==> config.mk <==
export PLATFORM = sky130hd
export DESIGN_NAME = seq_detect_param
export DESIGN_NICKNAME = d
export VERILOG_FILES = /design/src/rtl/seq_det_pkg.sv /design/src/rtl/sat_counter.sv /design/src/rtl/seq_detect_param.sv
export SDC_FILE = /design/constraint.sdc
export NUM_CORES = 1
export LEC_CHECK = 0
export CAP_MARGIN = 0
export CORE_MARGIN = 10
export CORE_UTILIZATION = 30
export CTS_CLUSTER_DIAMETER = 40
export DETAILED_ROUTE_END_ITERATION = 12
export PLACE_DENSITY_LB_ADDON = 0.05
export SLEW_MARGIN = 25
export SYNTH_ARGS = -nofsm -noshare
export SYNTH_HDL_FRONTEND = slang
export SYNTH_HIERARCHICAL = 1
export SYNTH_SLANG_ARGS = --single-unit
==> constraint.sdc <==
create_clock -name clk -period 3.05 [get_ports clk]
set_input_delay 0.61 -clock clk [delete_from_list [all_inputs] [get_ports clk]]
set_output_delay 0.61 -clock clk [all_outputs]
set_load 0.05 [all_outputs]
==> src/rtl/seq_det_pkg.sv <==
// rtl/seq_det_pkg.sv - shared constants and helpers for the serial sequence detectors
package seq_det_pkg;

    localparam logic [3:0] SEQ_1011 = 4'b1011;

    localparam int PAT_W_MIN = 2;
    localparam int PAT_W_MAX = 16;
    localparam int CNT_W_MIN = 2;

    // Width of a fill counter that must hold 0..pat_w inclusive.
    function automatic int fill_width(input int pat_w);
        return $clog2(pat_w + 1);
    endfunction

endpackage

==> src/rtl/sat_counter.sv <==
// rtl/sat_counter.sv - saturating event counter with all-ones flag
module sat_counter #(
    parameter int CNT_W = 8
) (
    input  logic             clk,
    input  logic             res,
    input  logic             inc,
    output logic [CNT_W-1:0] count,
    output logic             sat
);

    assign sat = &count;

    always_ff @(posedge clk) begin
        if (res) begin
            count <= '0;
        end else if (inc && !sat) begin
            count <= count + 1'b1;
        end
    end

endmodule

==> src/rtl/seq_detect_param.sv <==
// rtl/seq_detect_param.sv - parametrised Moore serial pattern detector with match counter
module seq_detect_param
    import seq_det_pkg::*;
#(
    parameter int               PAT_W   = 4,
    parameter logic [PAT_W-1:0] PAT_RST = SEQ_1011,
    parameter int               CNT_W   = 8
) (
    input  logic             clk,
    input  logic             res,
    input  logic             a,
    input  logic             valid,
    input  logic             overlap_en,
    input  logic             pat_load,
    input  logic [PAT_W-1:0] pat_in,
    output logic             y,
    output logic [CNT_W-1:0] match_cnt,
    output logic             cnt_sat
);

    localparam int               FILL_W    = fill_width(PAT_W);
    localparam logic [FILL_W-1:0] FILL_FULL = FILL_W'(PAT_W);

    if (PAT_W < PAT_W_MIN || PAT_W > PAT_W_MAX) begin : g_bad_pat_w
        $error("seq_detect_param: PAT_W out of range");
    end
    if (CNT_W < CNT_W_MIN) begin : g_bad_cnt_w
        $error("seq_detect_param: CNT_W too small");
    end

    logic [PAT_W-1:0]  pat_reg;
    logic [PAT_W-1:0]  hist;
    logic [FILL_W-1:0] fill;

    logic [PAT_W-1:0]  hist_nxt;
    logic [FILL_W-1:0] fill_nxt;
    logic              y_nxt;
    logic              accept;

    assign accept = valid && !pat_load;
    assign y      = (fill == FILL_FULL) && (hist == pat_reg);

    // Next state for an accepted bit; in non-overlap mode a match restarts the window.
    always_comb begin
        hist_nxt = {hist[PAT_W-2:0], a};
        fill_nxt = fill;
        if (!overlap_en && y) begin
            fill_nxt = FILL_W'(1);
        end else if (fill != FILL_FULL) begin
            fill_nxt = fill + FILL_W'(1);
        end
        y_nxt = (fill_nxt == FILL_FULL) && (hist_nxt == pat_reg);
    end

    always_ff @(posedge clk) begin
        if (res) begin
            pat_reg <= PAT_RST;
            hist    <= '0;
            fill    <= '0;
        end else if (pat_load) begin
            pat_reg <= pat_in;
            hist    <= '0;
            fill    <= '0;
        end else if (valid) begin
            hist <= hist_nxt;
            fill <= fill_nxt;
        end
    end

    sat_counter #(
        .CNT_W (CNT_W)
    ) u_match_cnt (
        .clk   (clk),
        .res   (res),
        .inc   (accept && y_nxt),
        .count (match_cnt),
        .sat   (cnt_sat)
    );

endmodule
* Word-level counts from Yosys, hierarchy flattened
Index checks and enable logic that the tools add are counted.
** Storage, ports and cells
- RAM bits :: 0
- Logic and storage cells :: 24
- Register bits after elaboration :: 19
- Memories :: 0
- Output and inout bits :: 10
- Latch bits :: 0
- Memory bits (read-only) :: 0
- Bits of input ports :: 10
** Cells by class
- Bitwise gates (word level) :: 0
- Reduce and logical (&&, ||, !) cells :: 11
- Multipliers :: 0
- Magnitude comparators :: 0
- Shifts and indexed selects :: 0
- Add/subtract/negate cells :: 2
- Mux-type cells :: 2
- Div/mod/pow operators :: 0
- Equality and inequality tests :: 5
** Operator list (count)
- 8-bit by 1-bit adder with 8-bit output, second input constant :: 1
- 4-bit == test :: 2
- 8-bit AND reduction :: 1
- 3-bit == test, second input constant :: 2
- 1-bit logical AND :: 6
- 3-bit two-way mux :: 2
- 3-bit by 1-bit adder with 3-bit output, second input constant :: 1
- 1-bit logical NOT :: 3
- 3-bit != test, second input constant :: 1
- 2-bit OR reduction :: 1

* Longest topological paths before layout
Gate-level depths: netlist of the first run.
- Word-level depth :: 8
- Mapped depth :: 9
- Mapped depth without buffers :: 9

* By module
The synthesis of the first run kept the hierarchy.
** By module, submodules not included
- seq_detect_param :: times used 1, seq. area each 220.2 um2, cells an instance 66, area each 600.6 um2
- sat_counter :: times used 1, seq. area each 160.2 um2, cells an instance 51, area each 456.7 um2

* Worst setup path after synthesis of the first run
No wires, ideal clock.
- Path type :: register to output
- Start point :: register hist[2]
- End point :: output port y
- Stages on the path, launching flop included :: 4
- Required time :: 2.440 ns
- Data arrival time :: 2.248 ns
- Slack :: 0.192 ns
- Buffers on the path :: 0
- Path through :: dfxtp_1 xnor2_1 o2111ai_1 nor4_1
** Between the ends
- Word-level cells in the longest chain between the ends :: 2
** Ends and longest elaborated chain
- from (decl) :: RTL line seq_detect_param.sv:32 : logic [PAT_W-1:0] hist;
- from (signal assigned) :: RTL line seq_detect_param.sv:65 : hist <= hist_nxt;
- 4-bit == test :: RTL line seq_detect_param.sv:41 : assign y = (fill == FILL_FULL) && (hist == pat_reg);
- 1-bit logical AND :: RTL line seq_detect_param.sv:41
- to (decl) :: RTL line seq_detect_param.sv:16 : output logic y,
Every way passes these cells.

* Worst setup path after layout of the first run
Same ends and word-level chain as after synthesis.

==> results.py, run 1 <==
metrics = {
    "placement": {
        "dpl_cell_area_sq_um": 1290,
        "hpwl_um": 1840,
        "port_buffers": 19,
        "routabilityCongestion": 0.732,
    },
    "sta": {
        "rsz0062_at_grt": "no",
        "setup_tns_ns": 0,
        "setup_viol": 0,
        "clock-skew-final_ns": 0.00678,
        "fmax_mhz": 350,
        "slew_headroom": 0.661,
        "tightest_slew_ns": 0.507,
        "timing.final.crit_share": 0.937,
        "finalHoldViolCount": 0,
        "final_max_slew_viol_count": 0,
        "layout_min_cycle_time_ns": 2.86,
    },
    "routing": {
        "drt_iter0_markers": 27,
        "viasPerCell": 4.73,
        "drt-total-wl_um": 2360,
        "ant_nets": 0,
        "via_count": 871,
        "avgRoutedWirePerCell_um": 12.8,
        "drt-pass1-iter-count": 4,
        "remaining_drc_errors": 0,
    },
    "worst_setup_path": {
        "endpoint": "y",
        "reg2regPathDepth": 8,
        "path_buf_inv": 1,
        "path_depth": 4,
        "crit_fanout": 4,
        "worstSetupPathType": "flip-flop to output port",
        "startpoint_type": "flip-flop",
        "rr_endpoint": "u_match_cnt/count[5]$_SDFFE_PP0P_",
        "cp_cell_sequence": "xnor2_1 -> o2111ai_1 -> nor4_1 -> clkdlybuf4s50_1",
        "r2r_slack_ns": 0.81,
        "critPathLaunch": "hist[2]$_SDFFE_PP0P_",
        "slowest_stage": "clkdlybuf4s50_1",
        "path_delay_family": "buffers and inverters",
        "max_stage_delay_ns": 0.85,
        "endpoint_kind": "output port",
        "r2r-start": "fill[0]$_SDFFE_PP0P_",
        "cp.required_ns": 2.44,
        "worst_ep_arrival_time_ns": 2.25,
    },
    "synth": {
        "synth_top_area_cell": "dfxtp_1",
        "yosysWarnings": 6,
        "async_reset_ff_frac": 0,
        "yosysSeqAreaShare": 0.360,
        "synthTopCellsByArea": "dfxtp_1 36%, mux2i_1 8.5%, xnor2_1 5.8%",
        "avgSynthCellArea_sq_um": 9.04,
        "synth_edf_count": 0,
        "synth_cells": 117,
        "synth.top_cell.area_share": 0.360,
        "ys_top_cells_by_count": "19 x dfxtp_1, 9 x inv_1, 9 x mux2i_1, 9 x nor2_1, 7 x xnor2_1",
        "yosysMostFrequentCell": "dfxtp_1",
        "syn_nets": 130,
        "synth_ff_type": "dfxtp_1",
        "synth.distinct_cells": 38,
        "synth_area_sq_um": 1060,
        "yosys_register_bits": 19,
    },
    "floorplan": {
        "fp-row-count": 21,
        "die_area_sq_um": 6300,
        "start_util": 0.314,
        "die_h_um": 79.4,
        "die_width_um": 79.4,
        "ioPinCount": 20,
        "core_area_sq_um": 3360,
    },
    "clock_tree": {
        "clk_latency_ns": 0.29,
        "root_buffer": "clkbuf_4",
        "clk_pin_slew_ns": 0.12,
        "numCtsBuffers": 3,
        "clock_sinks": 19,
        "clockBufferDepth": 2,
        "htreeDepth": 1,
        "cts_resized": 0,
        "cts_tree": "built",
        "cts_setup_buffers": 0,
        "holdBufCountCts": 0,
    },
    "final_layout": {
        "area_growth_syn_to_layout_pct": 25.0,
        "largest_register_ffs": 8,
        "fin_area_sq_um": 1320,
        "drive_above_1_share": 0.109,
        "diodes": 0,
        "nFillCells": 372,
        "layout.nets": 152,
    },
    "job": {
        "drv_cap": 0,
    },
    "grt": {
        "grt_pass1_wl_um": 4050,
        "top_usage_layer": "met2",
        "grt.total_usage": 0.0793,
        "overflow": 0,
        "met2_usage": 0.113,
        "grt_pass1_vias": 814,
        "globalRouteMet3Util": 0.0293,
        "grt_antenna_before_repair": 0,
        "met1_usage": 0.107,
        "grt_max_degree": 15,
    },
    "worst_hold_path": {
        "hp-class": "flip-flop to flip-flop",
    },
    "pwr": {
        "max-vdd-ir-drop_mv": 0.181,
        "p_leak_nw": 0.460,
        "cellPowerDensity_nw_per_um2": 327,
    },
    "outcome": {
        "status": "finished, final reports clean",
    },
}
==> metal layers <==
layer	vias to the layer above	wire length [um]
met5	-	0
met4	0	20
met3	2	144
met2	13	992
met1	403	1200
li1	453	-
==> logic make-up (layout without fill, tap and decap cells) <==
family	Yosys count	after routing	synth area share
buffers and inverters	15	36	0.0698
xor gates and xnor gates	7	7	0.0580
adders and majority gates	3	3	0.0355
muxes	11	11	0.107
AOI/OAI and AO/OA	18	18	0.140
DFF	19	19	0.360
and+or+nand+nor	44	44	0.231
==> through the flow <==
stage	std cells	setup slack [ns]	util	power [mW]	hold WS, ns
3_5_place_dp	180	0.521	0.385	0.308	0.511
6_report	184	0.192	0.393	0.433	0.528
4_1_cts	184	0.149	0.393	0.441	0.528
2_1_floorplan	117	0.192	-	0.289	0.476
5_1_grt	184	0.0792	0.393	0.459	0.556
3_3_place_gp	180	0.525	0.385	0.308	0.508
==> worst register-to-register path, delay by kind of cell, from the launching register on <==
| family | cells | cell delay (ns) |
|---|---|---|
| flip-flops | 1 | 0.47 |
| AND/OR/NAND/NOR | 4 | 0.70 |
| multiplexers | 1 | 0.34 |
| buffers and inverters | 1 | 0.07 |
| adder cells (fa/ha/maj) | 1 | 0.32 |
| AO/OA/AOI/OAI | 1 | 0.23 |
==> placed cells by master (no fill, tap or decap), types with 2 or more instances in the layout <==
master / netlist / layout
nor4_1: 3 / 3
xnor2_1: 7 / 7
clkbuf_4: 0 / 3
nand2_1: 4 / 4
nand2b_1: 3 / 3
clkdlybuf4s50_1: 0 / 19
a211oi_1: 4 / 4
a21oi_1: 3 / 3
dfxtp_1: 19 / 19
and3_1: 2 / 2
nor3_1: 5 / 5
nand3_1: 3 / 3
nand4_1: 4 / 4
inv_1: 9 / 9
o31a_1: 2 / 2
mux2i_1: 9 / 9
nor2b_1: 4 / 4
nor2_1: 9 / 9
ha_1: 3 / 3
buf_4: 0 / 4
==> worst min path at each step <==
stage | endpoint | from | slack (ns) | depth (start not counted)
floorplan | hist[3]$_SDFFE_PP0P_ | hist[3]$_SDFFE_PP0P_ | 0.48 | 2
global placement | fill[1]$_SDFFE_PP0P_ | fill[1]$_SDFFE_PP0P_ | 0.51 | 2
detailed placement | u_match_cnt/count[7]$_SDFFE_PP0P_ | u_match_cnt/count[7]$_SDFFE_PP0P_ | 0.51 | 1
CTS | u_match_cnt/count[7]$_SDFFE_PP0P_ | u_match_cnt/count[7]$_SDFFE_PP0P_ | 0.53 | 1
global route | u_match_cnt/count[7]$_SDFFE_PP0P_ | u_match_cnt/count[7]$_SDFFE_PP0P_ | 0.56 | 1
finish | u_match_cnt/count[7]$_SDFFE_PP0P_ | u_match_cnt/count[7]$_SDFFE_PP0P_ | 0.53 | 1
==> area by class of cell <==
cell class	count	area (sq um)	share of cell area
Inverter	9	33.8	0.0256
Sequential cell	19	380	0.288
Tap cell	46	57.6	0.0436
Clock buffer	4	26.3	0.0199
Multi-Input combinational cell	83	603	0.456
Timing Repair Buffer	23	220	0.167
==> report_power, final <==
group          internal [mW]  switching, mW
logic                 0.0255         0.0183
registers              0.253        0.00589
clock network         0.0508         0.0792
total                  0.329          0.103
(Power assumes the default switching activity.)
==> run 2, diff against run 1 <==
- CTS_BUF_LIST: default -> sky130_fd_sc_hd__clkbuf_8
- DONT_BUFFER_PORTS: default -> 1
==> results.py, run 2 (synthesized netlist as in run 1, its figures left out) <==
metrics = {
    "outcome": {
        "status": "finished, final reports clean",
    },
    "pwr": {
        "report.power.total_uw": 465,
        "max-vdd-ir-drop_mv": 0.147,
        "p_leak_nw": 0.425,
        "cellPowerDensity_nw_per_um2": 392,
    },
    "clock_tree": {
        "clock_sinks": 19,
        "numCtsBuffers": 3,
        "cts_tree": "built",
        "htreeDepth": 1,
        "clk_latency_ns": 0.26,
        "clockBufferDepth": 2,
        "cts_setup_buffers": 0,
        "root_buffer": "clkbuf_8",
        "holdBufCountCts": 0,
        "clk_pin_slew_ns": 0.08,
        "cts_resized": 0,
    },
    "final_layout": {
        "area_growth_syn_to_layout_pct": 12.3,
        "drive_above_1_share": 0.171,
        "layout.nets": 137,
        "diodes": 0,
        "final_cell_mix": "19 x dfxtp_1, 9 x inv_1, 9 x nor2_1, 9 x mux2i_1, 8 x buf_4",
        "largest_register_ffs": 8,
        "final_util": 0.353,
        "nFillCells": 386,
        "mostFrequentLayoutCell": "dfxtp_1",
    },
    "worst_setup_path": {
        "worstSetupPathType": "flip-flop to output port",
        "startpoint_type": "flip-flop",
        "path_buf_inv": 0,
        "path_delay_family": "flip-flops",
        "crit_fanout": 9,
        "rr_endpoint": "u_match_cnt/count[5]$_SDFFE_PP0P_",
        "cp_cell_sequence": "ha_1 -> and3_1",
        "slowest_stage": "dfxtp_1",
        "worst_ep_arrival_time_ns": 2.03,
        "max_stage_delay_ns": 0.74,
        "r2r-start": "fill[0]$_SDFFE_PP0P_",
        "reg2regPathDepth": 9,
        "r2r_slack_ns": 0.76,
        "path_depth": 2,
        "endpoint_kind": "output port",
        "cp.required_ns": 2.44,
    },
    "sta": {
        "tightest_slew_ns": 0.643,
        "post-route-worst-setup-slack_ns": 0.410,
        "finalHoldViolCount": 0,
        "holdWs_ns": 0.406,
        "timing.final.crit_share": 0.866,
        "slew_headroom": 0.571,
        "setup_viol": 0,
        "final_max_slew_viol_count": 0,
        "fmax_mhz": 379,
        "clock-skew-final_ns": 0.00348,
        "setup_tns_ns": 0,
        "layout_min_cycle_time_ns": 2.64,
        "rsz0062_at_grt": "no",
    },
    "grt": {
        "grt.total_usage": 0.0804,
        "overflow": 0,
        "grt_pass1_wl_um": 4020,
        "grt_antenna_before_repair": 0,
        "grt_pass1_vias": 799,
        "grt_max_degree": 15,
    },
    "floorplan": {
        "ioPinCount": 20,
        "start_util": 0.314,
        "core_area_sq_um": 3360,
        "die_h_um": 79.4,
        "fp-row-count": 21,
        "die_area_sq_um": 6300,
        "die_width_um": 79.4,
    },
    "job": {
        "drv_cap": 0,
    },
    "worst_hold_path": {
        "hp-class": "primary input to flip-flop",
        "holdPathStages": 1,
        "hp-start": "res",
        "min_to": "pat_reg[2]$_SDFFE_PP0P_",
    },
    "routing": {
        "remaining_drc_errors": 0,
        "viasPerCell": 4.88,
        "drt-total-wl_um": 2350,
        "drt_iter0_markers": 59,
        "via_count": 825,
        "drt-pass1-iter-count": 4,
        "ant_nets": 0,
        "avgRoutedWirePerCell_um": 13.9,
    },
    "placement": {
        "routabilityCongestion": 0.649,
        "port_buffers": 0,
        "place_ws_ns": 0.685,
        "hpwl_um": 1820,
    },
}
[run 2: layout make-up]
class / instances / area [sq um] / area share
Tap cell: 46 / 57.6 / 0.0485
Timing Repair Buffer: 8 / 60.1 / 0.0506
Clock buffer: 3 / 41.3 / 0.0348
Inverter: 9 / 33.8 / 0.0285
Sequential cell: 19 / 380 / 0.320
Multi-Input combinational cell: 83 / 609 / 0.513
Clock inverter: 1 / 5.00 / 0.00421
[run 2: worst max path at each step]
stage / start / to / slack (ns)
6_report: u_match_cnt/count[0]$_SDFFE_PP0P_ / cnt_sat / 0.41
3_3_place_gp: u_match_cnt/count[0]$_SDFFE_PP0P_ / cnt_sat / 0.69
2_1_floorplan: hist[2]$_SDFFE_PP0P_ / y / 0.19
4_1_cts: u_match_cnt/count[0]$_SDFFE_PP0P_ / cnt_sat / 0.38
3_5_place_dp: u_match_cnt/count[0]$_SDFFE_PP0P_ / cnt_sat / 0.68
5_1_grt: u_match_cnt/count[0]$_SDFFE_PP0P_ / cnt_sat / 0.28
[run 2: metrics by stage]
stage / std cells / instance area, sq um
after floorplan: 117 / 1060
after global placement: 165 / 1140
after detailed placement: 165 / 1140
after CTS: 169 / 1190
after global routing: 169 / 1190
final: 169 / 1190
[run 2: where the power goes]
part	switching (mW)	internal [mW]	leakage (nW)	total, mW
sequential	0.00580	0.253	0.154	0.258
combinational	0.00918	0.0132	0.246	0.0224
clock	0.0932	0.0910	0.0255	0.184
total	0.108	0.357	0.425	0.465
[run 2: layer usage]
metal,share of wire,track usage
met5,0,0
met4,0.012,0.0376
met1,0.48,0.0999
met3,0.093,0.0405
met2,0.41,0.112
==> run 3, diff against run 2 <==
- SLEW_MARGIN: 25 -> 30
- TNS_END_PERCENT: default -> 5
==> results of run 3 <==
The final DEF is identical to that of run 2; final timing and power are the same.
